File: config.mk
export PLATFORM = sky130hd
export DESIGN_NAME = serial_subtractor
export DESIGN_NICKNAME = d
export VERILOG_FILES = /design/src/rtl/serial_sub_pkg.sv /design/src/rtl/fs_bit_cell.sv /design/src/rtl/serial_subtractor.sv
export SDC_FILE = /design/constraint.sdc
export NUM_CORES = 1
export LEC_CHECK = 0
export ABC_CLOCK_PERIOD_IN_PS = 4450
export CORE_MARGIN = 2
export CORE_UTILIZATION = 55
export CTS_CLUSTER_DIAMETER = 60
export DETAILED_ROUTE_END_ITERATION = 10
export PLACE_DENSITY = 0.83
export SYNTH_ARGS = -nofsm -noshare
export SYNTH_HDL_FRONTEND = slang
export SYNTH_SLANG_ARGS = --single-unit
File: constraint.sdc
create_clock -name clk -period 4.45 [get_ports clk]
set_clock_uncertainty 0.2 [all_clocks]
set_input_delay 0.89 -clock clk [delete_from_list [all_inputs] [get_ports clk]]
set_output_delay 0.89 -clock clk [all_outputs]
set_load 0.05 [all_outputs]
File: src/rtl/serial_sub_pkg.sv
// Shared types and sizing helpers for the serial subtractor.
// Latency: n/a (package only).
// Backpressure: n/a.
package serial_sub_pkg;

    typedef enum logic [1:0] {
        IDLE = 2'd0,
        RUN  = 2'd1,
        DONE = 2'd2
    } sub_state_e;

    function automatic int step_count(input int width, input int bits_per_cycle);
        return width / bits_per_cycle;
    endfunction

    // Counter must hold 0..N inclusive.
    function automatic int cnt_width(input int width, input int bits_per_cycle);
        return $clog2(step_count(width, bits_per_cycle) + 1);
    endfunction

endpackage

File: src/rtl/fs_bit_cell.sv
// One-bit full subtractor cell: d = a - b - bi, bo = borrow out.
// Latency: combinational.
// Backpressure: none.
module fs_bit_cell (
    input  logic a,
    input  logic b,
    input  logic bi,
    output logic d,
    output logic bo
);

    assign d  = a ^ b ^ bi;
    assign bo = (~a & b) | (~(a ^ b) & bi);

endmodule

File: src/rtl/serial_subtractor.sv
// Multi-cycle A - B - BIN, BITS_PER_CYCLE bits per clock, LSB first.
// Latency: WIDTH/BITS_PER_CYCLE + 1 edges from accepted start to done.
// Backpressure: start ignored while busy; accepted in IDLE or in the done cycle.
module serial_subtractor
    import serial_sub_pkg::*;
#(
    parameter int WIDTH          = 8,
    parameter int BITS_PER_CYCLE = 1
) (
    input  logic             clk,
    input  logic             rst_n,
    input  logic             start,
    input  logic [WIDTH-1:0] a,
    input  logic [WIDTH-1:0] b,
    input  logic             bin,
    output logic             busy,
    output logic             done,
    output logic [WIDTH-1:0] diff,
    output logic             bout,
    output logic             ovf
);

    localparam int N  = step_count(WIDTH, BITS_PER_CYCLE);
    localparam int CW = cnt_width(WIDTH, BITS_PER_CYCLE);
    localparam logic [CW-1:0] LAST = CW'(N - 1);

    generate
        if (WIDTH < 2 || BITS_PER_CYCLE < 1 || BITS_PER_CYCLE > WIDTH ||
            (WIDTH % BITS_PER_CYCLE) != 0) begin : g_bad_param
            $error("serial_subtractor: illegal WIDTH/BITS_PER_CYCLE combination");
        end
    endgenerate

    sub_state_e             state_q;
    sub_state_e             state_d;
    logic [CW-1:0]          cnt_q;
    logic [WIDTH-1:0]       a_sr;
    logic [WIDTH-1:0]       b_sr;
    logic [WIDTH-1:0]       res_sr;
    logic                   brw_q;
    logic                   a_msb_q;
    logic                   b_msb_q;
    logic                   accept;
    logic                   last_step;

    logic [BITS_PER_CYCLE-1:0]       d_vec;
    logic [BITS_PER_CYCLE:0]         brw_chain;
    logic [WIDTH+BITS_PER_CYCLE-1:0] res_cat;
    logic [WIDTH-1:0]                res_nxt;

    assign accept    = start && (state_q == IDLE || state_q == DONE);
    assign last_step = (state_q == RUN) && (cnt_q == LAST);

    assign brw_chain[0] = brw_q;

    generate
        for (genvar i = 0; i < BITS_PER_CYCLE; i++) begin : g_cell
            fs_bit_cell u_cell (
                .a  (a_sr[i]),
                .b  (b_sr[i]),
                .bi (brw_chain[i]),
                .d  (d_vec[i]),
                .bo (brw_chain[i+1])
            );
        end
    endgenerate

    // New result bits enter at the MSB end; after N steps bit 0 lands at diff[0].
    assign res_cat = {d_vec, res_sr};
    assign res_nxt = res_cat[WIDTH+BITS_PER_CYCLE-1:BITS_PER_CYCLE];

    always_comb begin
        state_d = state_q;
        busy    = 1'b0;
        done    = 1'b0;
        case (state_q)
            IDLE: begin
                if (start) state_d = RUN;
            end
            RUN: begin
                busy = 1'b1;
                if (cnt_q == LAST) state_d = DONE;
            end
            DONE: begin
                done    = 1'b1;
                state_d = start ? RUN : IDLE;
            end
            default: state_d = IDLE;
        endcase
    end

    always_ff @(posedge clk or negedge rst_n) begin
        if (!rst_n) begin
            state_q <= IDLE;
        end else begin
            state_q <= state_d;
        end
    end

    always_ff @(posedge clk or negedge rst_n) begin
        if (!rst_n) begin
            cnt_q   <= '0;
            a_sr    <= '0;
            b_sr    <= '0;
            res_sr  <= '0;
            brw_q   <= 1'b0;
            a_msb_q <= 1'b0;
            b_msb_q <= 1'b0;
            diff    <= '0;
            bout    <= 1'b0;
            ovf     <= 1'b0;
        end else if (accept) begin
            cnt_q   <= '0;
            a_sr    <= a;
            b_sr    <= b;
            res_sr  <= '0;
            brw_q   <= bin;
            a_msb_q <= a[WIDTH-1];
            b_msb_q <= b[WIDTH-1];
        end else if (state_q == RUN) begin
            cnt_q  <= cnt_q + CW'(1);
            a_sr   <= a_sr >> BITS_PER_CYCLE;
            b_sr   <= b_sr >> BITS_PER_CYCLE;
            res_sr <= res_nxt;
            brw_q  <= brw_chain[BITS_PER_CYCLE];
            if (last_step) begin
                diff <= res_nxt;
                bout <= brw_chain[BITS_PER_CYCLE];
                ovf  <= (a_msb_q != b_msb_q) && (res_nxt[WIDTH-1] != a_msb_q);
            end
        end
    end

endmodule

Word level (Yosys, flattened, before mapping):

Index checks and enable logic that the tools add are counted.

* eq/ne operators: 7
* multipliers: 0
* div/mod/pow operators: 0
* bitwise gates (word level): 8
* $lt $le $gt $ge: 0
* shifts and indexed selects: 0
* reductions and logical operators: 8
* mux-type cells: 16
* add/subtract/negate cells: 1

Operators by type and width (number)
* 8-bit two-way mux: 6
* 4-bit two-way mux: 2
* 2-bit one-hot mux with 3 select lines: 1
* 1-bit two-way mux: 5
* 4-bit by 1-bit adder with 4-bit output, second input constant: 1
* 4-bit by 3-bit equality test with 1-bit output, second input constant: 1
* 2-bit two-way mux: 2
* 2-bit inequality test, second input constant: 2
* 1-bit logical AND: 3
* 1-bit NOT: 3
* 3-bit AND reduction: 1
* 1-bit AND: 2
* 2-bit by 1-bit equality test with 1-bit output, second input constant: 1
* 2-bit equality test, second input constant: 1
* 2-bit zero test: 1
* 1-bit inequality test: 2
* 2-bit AND reduction: 1
* 2-bit nonzero test: 1
* 1-bit bitwise XOR: 2
* 1-bit logical OR: 1
* 1-bit bitwise OR: 1

* bits in writable memories: 0
* register bits after elaboration: 43
* memories: 0
* bits in latches: 0
* output and inout port bits: 12
* ROM bits: 0

Depth between registers and ports, before layout:

* word-level depth: 6
* depth in mapped cells: 6
* gate-level depth less buffers: 5

Hierarchy:

From an unflattened synthesis, not the netlist that was laid out.

* cell total of the unflattened synthesis: 141
* area total of the unflattened synthesis: 1769.2 sq um

By module, submodules not included
* serial_subtractor: times used 1, cells each 137, area each 1737.9 sq um, sequential area each 1051.0 sq um
* fs_bit_cell: times used 1, cells each 4, area each 31.3 sq um, sequential area each 0.0 sq um

Least setup slack after synthesis:

OpenSTA, ideal clock, no wires.

* path kind: register -> output
* start point: register state_q[0]
* end point: output port done
* slack: 2278 ps
* buffers on the path: 0
* data arrival time: 1082 ps
* stages on the path, launching flop included: 2
* path through: dfrtp_1 nor2b_1

* longest elaborated chain between the ends: 2

RTL lines
* start, declared: RTL line serial_subtractor.sv:34 `sub_state_e state_q;`
* start signal, assigned: RTL line serial_subtractor.sv:96 `state_q <= state_d;`
* 2-bit equality test: RTL line serial_subtractor.sv:76 `case (state_q)`
* 1-bit two-way mux: RTL line serial_subtractor.sv:76
* end, declared: RTL line serial_subtractor.sv:17 `output logic done,`

No other way between the ends.

Final worst setup path:

* start point: register state_q[1]
* end point: output port busy

* longest elaborated chain between the ends: 2

RTL lines
* 2-bit by 1-bit equality test with 1-bit output: RTL line serial_subtractor.sv:76
* 1-bit two-way mux: RTL line serial_subtractor.sv:76
* end, declared: RTL line serial_subtractor.sv:16 `output logic busy,`

No other way between the ends.

==> flow_summary.toml <==
[outcome]
status = "complete, no violations"

[placed_design]
routabilityCongestion = 0.778
dp_slack_ns = 1.31
dpl.hpwl_mm = 2.33
port_buffers = 31

[logic_synthesis]
synth.net_count = 178
synth.cell_area_mm2 = 0.00180
synthesis.instances = 156
synth-warning-count = 0
synth.avg_cell_area_um2 = 11.6
postSynthRegisterBits = 42
netlist-cell-type-count = 28
yosysSeqAreaShare_pct = 58.3

[clocking]
numCtsBuffers = 5
cts_repair_resize_count = 0
clk_pin_slew_worst_paths_ns = 0.11
latest_clock_arrival_within_the_worst_skew_pair_ns = 0.35
htree_num_levels = 2
cts_num_sinks = 42
cts_tree = "yes"
cts.repair_timing.setup_buffer_count = 0
cts.hold.buffers_added = 0
cts_max_path_buffers = 2
clockRootBuffer = "sky130_fd_sc_hd__clkbuf_4"

[die]
effective_utilization_at_floorplan_pct = 58.6
placeableCoreArea_mm2 = 0.00308
number_of_core_rows = 20
die_area_mm2 = 0.00375
fp.dieW_um = 61.3
pin_count = 32
floorplan.die.height_um = 61.3

[timing]
measured_slew_at_the_worst_slew_check_pin_ns = 0.952
max_clock_freq_ghz = 0.279
finalHoldViolations = 0
relSlewSlack_pct = 36.5
period_share_pct = 80.5
rsz_0062_raised_after_global_routing = "false"
finalMaxSlewViolations = 0
post-route-min-period_ns = 3.58
hold_ws_ns = 0.317
fin_tns_setup_ns = 0
setup_violations = 0
final.setup.worst_slack_ns = 0.867

[job]
timing.max_cap.violations = 0

[power_and_ir_drop]
power_mw = 1.69
p_leak_nw = 0.977
powerDensity_mw_per_mm2 = 785
vdd_drop_max_mv = 0.446

[route]
firstDrtPassIters = 5
post-route-drc-count = 0
drt-initial-drc-count = 49
routed-via-count = 1236
routedWlPerCell_um = 14.7
via_density_per_instance = 5.40
ant_nets = 0
wl_mm = 3.38

[global_route]
grt_first_pass_wirelength_mm = 5.74
grt.total_usage_pct = 21.4
number_of_global_route_vias_before_repair = 1213
globalRoute.totalOverflow = 0
maximum_number_of_pins_on_one_net_before_global_route_repair = 43
antenna_violations_before_repair = 0

[worst_setup_path]
worstPathBufferInverterCount = 2
crit_type = "reg -> out"
max_stage_delay_ns = 0.85
startpoint_type_of_the_worst_setup_path = "flop"
crit_slowest_cell = "sky130_fd_sc_hd__clkdlybuf4s50_1"
timing.critical_path.required_ns = 3.36
critical-path-top-delay-family = "buffers and inverters"
worst_setup_path_end_kind = "output port"
worst-path-max-fanout = 28
crit_path_dat_ns = 2.49
cp_cell_sequence = "nand2b_1 -> inv_8 -> clkdlybuf4s50_1"

[finish]
layout.nets = 206
mostFrequentLayoutCell = "sky130_fd_sc_hd__dfrtp_1"
layout-area-overhead-vs-synth_pct = 19.6
commonest_cells_after_routing_fill_and_taps_aside = "sky130_fd_sc_hd__dfrtp_1, sky130_fd_sc_hd__nand2_1, sky130_fd_sc_hd__clkdlybuf4s50_1"
layout-drive-gt1-share_pct = 10.8
antenna_cells = 0

[min_path]
min_path_type = "reg -> reg"
-- metrics by stage --
stage	std cells	utilization, %	area (µm²)
after floorplan	156	-	1800
after global routing	229	70.1	2160
after global placement	221	68.1	2100
after detailed placement	221	68.1	2100
after CTS	229	70.1	2160
final	229	70.1	2160
-- report_power, final --
group	switching [mW]	internal (mW)	leakage (nW)	total, mW
Clock	0.116	0.0766	0.0353	0.193
Combinational	0.476	0.345	0.422	0.820
Sequential	0.116	0.563	0.520	0.680
Total	0.708	0.984	0.977	1.69
-- sequential cells by signal (all words and copies together) (netlist names) --
register,cells
a_msb_q,1
a_sr,8
b_msb_q,1
b_sr,8
bout,1
brw_q,1
cnt_q,4
diff,8
ovf,1
res_sr,7
state_q,2
-- synth_stat cells --
library cell,instances,area (µm²)
sky130_fd_sc_hd__nor3_1,2,10.0
sky130_fd_sc_hd__a31oi_1,10,62.6
sky130_fd_sc_hd__inv_1,3,11.3
sky130_fd_sc_hd__buf_1,2,7.51
sky130_fd_sc_hd__dfrtp_1,42,1050
sky130_fd_sc_hd__and4b_4,1,13.8
sky130_fd_sc_hd__mux2i_1,3,30.0
sky130_fd_sc_hd__nand2b_1,3,18.8
sky130_fd_sc_hd__buf_12,1,20.0
sky130_fd_sc_hd__fa_1,1,20.0
sky130_fd_sc_hd__inv_8,1,11.3
sky130_fd_sc_hd__a22oi_1,2,15.0
sky130_fd_sc_hd__buf_2,5,25.0
sky130_fd_sc_hd__nor2_1,13,48.8
sky130_fd_sc_hd__clkbuf_1,1,3.75
sky130_fd_sc_hd__and3b_1,1,8.76
sky130_fd_sc_hd__nor2b_1,2,12.5
sky130_fd_sc_hd__buf_6,1,11.3
sky130_fd_sc_hd__o22ai_1,2,12.5
sky130_fd_sc_hd__mux2_4,8,120
sky130_fd_sc_hd__mux2_2,2,22.5
sky130_fd_sc_hd__nand2_1,31,116
sky130_fd_sc_hd__nand3_1,3,15.0
sky130_fd_sc_hd__a221o_1,2,20.0
sky130_fd_sc_hd__a22o_1,10,87.6
sky130_fd_sc_hd__ha_1,1,12.5
sky130_fd_sc_hd__o21ai_0,2,10.0
sky130_fd_sc_hd__nand4_1,1,6.26
-- kinds of logic (layout without fill, tap and decap cells) --
family	after synthesis	in the layout	share of synthesized area, %
buffers and inverters	14	43	4.99
DFF	42	42	58.3
and+or+nand+nor	57	57	13.9
muxes	13	13	9.57
AOI/OAI and AO/OA	28	28	11.5
adders and majority gates	2	2	1.80
-- path summary, 6_finish.rpt --
kind | from | endpoint | slack [ns] | depth (start not counted)
max | state_q[1] | busy | 0.87 | 3
min | a_msb_q | a_msb_q | 0.32 | 2
max reg2reg | state_q[1] | diff[1] | 2.07 | 4
min reg2reg | a_msb_q | a_msb_q | 0.32 | 2
max in group asynchronous | rst_n | res_sr[2] | 3.05 | 1
min in group asynchronous | rst_n | a_msb_q | 0.45 | 1
-- routing by layer --
| layer | vias to the layer above | part of all wire [%] | global-route usage [%] |
|---|---|---|---|
| met2 | 34 | 49 | 34.0 |
| li1 | 598 | - | - |
| met5 | - | 0 | 0 |
| met3 | 6 | 5.4 | 6.72 |
| met4 | 0 | 1.3 | 6.83 |
| met1 | 598 | 45 | 28.0 |
-- cell type report --
type	instances	area, µm²
Timing Repair Buffer	31	305
Tap cell	44	55.1
Clock inverter	1	5.00
Inverter	4	22.5
Sequential cell	42	1050
Clock buffer	7	55.1
Fill cell	249	921
Multi-Input combinational cell	100	663
-- worst register-to-register path, delay by kind of cell (launching register included) --
family        cells  cell delay [ns]
flops             1             0.40
buf+inv           1             0.36
mux               1             0.36
simple gates      2             0.95
(Power assumes the default switching activity.)
==> patch 1: new RTL, same settings <==
Add an input register stage for `start`, `a`, `b` and `bin`, with the module's reset; this delays them by one clock. Comments in the files are not updated.
--- a/src/rtl/serial_subtractor.sv
+++ b/src/rtl/serial_subtractor.sv
@@ -25,4 +25,23 @@
     localparam logic [CW-1:0] LAST = CW'(N - 1);
 
+    logic start_q;
+    logic [WIDTH-1:0] a_q;
+    logic [WIDTH-1:0] b_q;
+    logic bin_q;
+
+    always_ff @(posedge clk or negedge rst_n) begin
+        if (!rst_n) begin
+            start_q <= '0;
+            a_q     <= '0;
+            b_q     <= '0;
+            bin_q   <= '0;
+        end else begin
+            start_q <= start;
+            a_q     <= a;
+            b_q     <= b;
+            bin_q   <= bin;
+        end
+    end
+
     generate
         if (WIDTH < 2 || BITS_PER_CYCLE < 1 || BITS_PER_CYCLE > WIDTH ||
@@ -49,5 +68,5 @@
     logic [WIDTH-1:0]                res_nxt;
 
-    assign accept    = start && (state_q == IDLE || state_q == DONE);
+    assign accept    = start_q && (state_q == IDLE || state_q == DONE);
     assign last_step = (state_q == RUN) && (cnt_q == LAST);
 
@@ -76,5 +95,5 @@
         case (state_q)
             IDLE: begin
-                if (start) state_d = RUN;
+                if (start_q) state_d = RUN;
             end
             RUN: begin
@@ -84,5 +103,5 @@
             DONE: begin
                 done    = 1'b1;
-                state_d = start ? RUN : IDLE;
+                state_d = start_q ? RUN : IDLE;
             end
             default: state_d = IDLE;
@@ -112,10 +131,10 @@
         end else if (accept) begin
             cnt_q   <= '0;
-            a_sr    <= a;
-            b_sr    <= b;
+            a_sr    <= a_q;
+            b_sr    <= b_q;
             res_sr  <= '0;
-            brw_q   <= bin;
-            a_msb_q <= a[WIDTH-1];
-            b_msb_q <= b[WIDTH-1];
+            brw_q   <= bin_q;
+            a_msb_q <= a_q[WIDTH-1];
+            b_msb_q <= b_q[WIDTH-1];
         end else if (state_q == RUN) begin
             cnt_q  <= cnt_q + CW'(1);
Check against the original RTL: not equivalent (a bounded check fails within 4 cycles, from zero or initial values and one cycle with rst_n low).
==> patch 1 against the original RTL <==
  * Wire length increased by 6.2%
  * Power increased by 19%
  * Area after synthesis grew 22%
  * Largest cell class unchanged
  * Worst setup slack worse by 39 ps
  * Sequential power increased by 24%
  * Final area up 25%
  * Sequential cell count is 18 higher
  * Non-clock buffer count is 1 higher
==> patch 1: results (changes against the original RTL) <==
.. list-table::
   :header-rows: 1

   * - Metric
     - Value
   * - Clkbuf count
     - 15 (+8)
   * - Flop and latch count out of synthesis
     - 60 (+43%)
   * - Post-synthesis sequential area ratio
     - 0.680 (+0.0974)
   * - Outcome
     - completed
   * - Buffers outside the clock class
     - 32 (+3.2%)
   * - Capture endpoint of the worst hold path
     - b_sr[2]
   * - Net count after synthesis
     - 194 (+9.0%)
   * - Total global-route track usage
     - 0.192 (-0.0211)
   * - Worst Hold Slack
     - 272 ps (-44.7 ps)
   * - Vias per Instance
     - 5.36 (-0.66%)
   * - Layout filler cell count
     - 260 (+4.4%)
   * - Power Sequential
     - 0.840 mW (+24%)
   * - Wire length of the first global-routing pass
     - 6070 µm (+5.7%)
   * - Commonest cells in the netlist
     - sky130_fd_sc_hd__dfrtp_1, sky130_fd_sc_hd__nand2_1, sky130_fd_sc_hd__a22o_1, sky130_fd_sc_hd__mux2_2, sky130_fd_sc_hd__nor2_1
   * - Vias in the first global route
     - 1346 (+11%)
   * - Number of unique standard cell types used by synthesis
     - 24 (-14%)
   * - TritonRoute pass-1 iters
     - 4 (-1)
   * - Number of tapcells
     - 50 (+14%)
   * - Critical hold path startpoint
     - b_q[2]
   * - Detailed-placement wirelength estimate
     - 2350 µm (+0.68%)
   * - Transition time at the pin with the least slew margin
     - 1010 ps (+54.7 ps)
   * - Launching point of the worst reg2reg path
     - state_q[0]
   * - Clock slew at the register clock pins of the worst setup and hold paths
     - 60 ps (-50 ps)
   * - Iteration-0 DRC count of the detailed router
     - 90 (+84%)
   * - Clk cell area share
     - 0.0670 (+0.0392)
   * - FF-to-FF End
     - brw_q
   * - FF/Latch Area
     - 1500 µm² (+43%)
   * - Last weighted congestion value of the routability-driven placer
     - 0.707 (-9.2%)
   * - Lkg Pwr
     - 1.23 nW (+26%)
   * - H-Tree Level Count
     - 3 (+1)
   * - Total number of multi-input combinational cells
     - 98 (-2.0%)
   * - Num CTS Buffers
     - 9 (+4)
   * - Root buffer selected by CTS
     - sky130_fd_sc_hd__clkbuf_8
   * - Leading post-synthesis cells by cell area
     - sky130_fd_sc_hd__dfrtp_1, sky130_fd_sc_hd__mux2_2, sky130_fd_sc_hd__nand2_1
   * - Arrival time worst endpoint
     - 2530 ps (+40 ps)
   * - NonClk Buf Share
     - 0.116 (-0.0260)
   * - WL/cell
     - 13.8 µm (-6.5%)
   * - Switching power share of the total
     - 0.367 (-0.0517)
   * - Ratio of cells with drive above 1 in the final layout
     - 0.129 (+0.0205)
   * - Maximum number of pins on one net before global-route repair
     - 61 (+42%)
   * - Layout Nets
     - 227 (+10%)
   * - Power density normalized to cell area
     - 743 nW/µm² (-5.4%)
-- patch 1: changes by cell type after synthesis, sizes merged --
cell | unedited run | this run
clkbuf | 1 | 3
nor3 | 2 | 3
a31oi | 10 | 7
nand3 | 3 | 6
a22oi | 2 | 5
nor2 | 13 | 10
and4b | 1 | 0
nand2 | 31 | 30
dfrtp | 42 | 60
buf | 9 | 7
and3b | 1 | 0
-- patch 1: how the worst max path moves through the flow --
stage           end  slack, ps  depth (start not counted)
3_5_place_dp   busy       1200                          3
3_3_place_gp   busy       1250                          3
5_1_grt        busy        710                          3
6_report       busy        830                          3
4_1_cts        busy        820                          3
2_1_floorplan  done       2280                          1
-- patch 1: per-layer routing --
layer / part of all wire / vias to the layer above / track usage
li1: - / 660 / -
met5: 0 / - / 0
met2: 0.50 / 44 / 0.302
met1: 0.43 / 682 / 0.231
met4: 0.019 / 0 / 0.0918
met3: 0.055 / 8 / 0.0800
-- patch 1: through the flow --
step                      instances  setup slack [ps]  total power, mW
after CTS                       260               820             2.03
after detailed placement        244              1200             1.59
after floorplan                 172              2280             1.40
after global routing            260               707             2.15
final                           260               827             2.01
after global placement          244              1250             1.55
-- patch 1: worst max-delay path: stages, from the launching register on --
cell	delay, ps
sky130_fd_sc_hd__dfrtp_1	370
sky130_fd_sc_hd__nand2b_1	510
sky130_fd_sc_hd__inv_4	430
sky130_fd_sc_hd__clkdlybuf4s50_1	870
-- patch 1: cell families after synthesis --
| kind of cell | count (synthesis) | synth area share |
|---|---|---|
| buf+inv | 14 | 0.0346 |
| simple gates | 55 | 0.110 |
| fa+ha+maj | 2 | 0.0147 |
| mux | 13 | 0.0646 |
| compound gates | 28 | 0.0957 |
| flops | 60 | 0.680 |
==> patch 2: new RTL, config.mk and constraints unchanged <==
Made on the original files. The parameter `WIDTH` goes from 8 to 7.
--- a/src/rtl/serial_subtractor.sv
+++ b/src/rtl/serial_subtractor.sv
@@ -5,5 +5,5 @@
     import serial_sub_pkg::*;
 #(
-    parameter int WIDTH          = 8,
+    parameter int WIDTH          = 7,
     parameter int BITS_PER_CYCLE = 1
 ) (
Ports: changed (resized a, b and diff); port bits go from 32 to 29. The function was not compared with the original's and may differ.
==> patch 2 against the original RTL <==
  * Highest routed layer unchanged
  * Sequential cell count shrank 5
  * Register-to-register slack gained 400 ps
  * Wire length shrank 19%
  * Worst setup slack gained 89 ps
  * Final area shrank 10%
  * Power shrank 11%
  * Area after synthesis shrank 13%
  * First-iteration DRC count shrank 65%
  * Count of clock-buffer cells in the layout shrank 2
==> patch 2: results (changes against the original RTL) <==
.. list-table::
   :header-rows: 1

   * - Metric
     - Value
   * - Outcome
     - completed
   * - Met3 GRT Util
     - 0.0544 (-0.0128)
   * - Post-place instance area
     - 1840 µm² (-12%)
   * - Registers with the most flip-flops
     - a_sr (7), b_sr (7), diff (7)
   * - Commonest cells in the netlist
     - sky130_fd_sc_hd__dfrtp_1, sky130_fd_sc_hd__nand2_1, sky130_fd_sc_hd__nor2_1
   * - Antenna violations before repair
     - 0 (unchanged)
   * - Number of unique standard cell types used by synthesis
     - 27 (-3.6%)
   * - Syn avg cell area
     - 11.1 µm² (-4.1%)
   * - Critical Path Fanout Max
     - 22 (-21%)
   * - # port buffers
     - 28 (-9.7%)
   * - Peak Freq
     - 286 MHz (+2.5%)
   * - Share of flip-flops with an asynchronous set or reset after synthesis
     - 1.00 (unchanged)
   * - Total length of routed met2 wires
     - 1310 µm (-21%)
   * - Post-synthesis sequential area ratio
     - 0.592 (+0.00948)
   * - TritonRoute pass-1 iters
     - 4 (-1)
   * - Power density normalized to cell area
     - 776 nW/µm² (-1.1%)
   * - Detailed-placement wirelength estimate
     - 1920 µm (-18%)
   * - Layout Nets
     - 190 (-7.8%)
   * - Largest voltage drop on the vdd net
     - 0.657 mV (+47%)
   * - WL/cell
     - 13.6 µm (-8.1%)
   * - Int Power
     - 0.918 mW (-6.7%)
   * - Wire length of the first global-routing pass
     - 4710 µm (-18%)
   * - Lkg Pwr
     - 0.896 nW (-8.3%)
   * - Share of the synthesized area in the top cell type
     - 0.592 (+0.00948)
   * - GR met1 Demand/Resource
     - 0.227 (-0.0531)
   * - Transition time at the pin with the least slew margin
     - 931 ps (-20.9 ps)
   * - Iteration-0 DRC count of the detailed router
     - 17 (-65%)
   * - Met3 routed WL
     - 149 µm (-18%)
   * - Combinational power
     - 0.643 mW (-22%)
   * - Sequential power share
     - 0.387 (-0.015)
   * - Last weighted congestion value of the routability-driven placer
     - 0.754 (-3.1%)
   * - Maximum number of pins on one net before global-route repair
     - 38 (-12%)
   * - Crit-path max cell delay
     - 860 ps
   * - Wire length the detailed router placed on met1
     - 1210 µm (-20%)
   * - Ratio of cells with drive above 1 in the final layout
     - 0.0647 (-0.0434)
   * - Total global-route track usage
     - 0.194 (-0.0200)
   * - Worst reg-to-reg setup slack
     - 2470 ps (+400 ps)
   * - Top Metal Used
     - met4
   * - Critical Path End
     - busy
   * - Total wire length after detailed routing
     - 2720 µm (-19%)
   * - H-Tree Level Count
     - 2 (unchanged)
   * - Overall via count from detail_route
     - 1131 (-8.5%)
   * - Leading post-synthesis cells by cell area
     - sky130_fd_sc_hd__dfrtp_1, sky130_fd_sc_hd__nand2_1, sky130_fd_sc_hd__mux2_1
   * - Die W
     - 57.3 µm (-6.4%)
   * - Launching point of the worst reg2reg path
     - cnt_q[0]
   * - First element of the critical path
     - state_q[1]
   * - Net count after synthesis
     - 162 (-9.0%)
   * - Met2 Resource Use GR
     - 0.317 (-0.0235)
   * - Dpl ws
     - 1360 ps (+52.5 ps)
   * - FF-to-FF End
     - diff[2]
   * - Arrival time worst endpoint
     - 2400 ps (-90 ps)
## patch 2: worst min path at each step
stage               cells past startpoint  slack, ps   endpoint      start
detailed placement                      1        280    diff[6]    diff[6]
CTS                                     1        300    diff[6]    diff[6]
floorplan                               1        260  res_sr[1]  res_sr[1]
finish                                  1        300    diff[6]    diff[6]
global placement                        2        270       bout       bout
global route                            1        320    diff[6]    diff[6]
## patch 2: logic make-up (layout without fill, tap and decap cells)
group,count (synthesis),in the layout,share of synthesized area
AND/OR/NAND/NOR,54,54,0.154
flip-flops,37,37,0.592
AO/OA/AOI/OAI,26,26,0.122
buffers and inverters,13,42,0.0464
multiplexers,7,7,0.0504
adder cells (fa/ha/maj),3,3,0.0288
XOR/XNOR,1,1,0.00560
## patch 2: layout make-up
class | count | area [µm²]
sequential | 37 | 926
fill | 213 | 792
multi-input combinational | 91 | 566
timing repair buffer | 29 | 288
clock inverter | 3 | 65.1
tap | 31 | 38.8
clock buffer | 5 | 37.5
inverter | 5 | 21.3
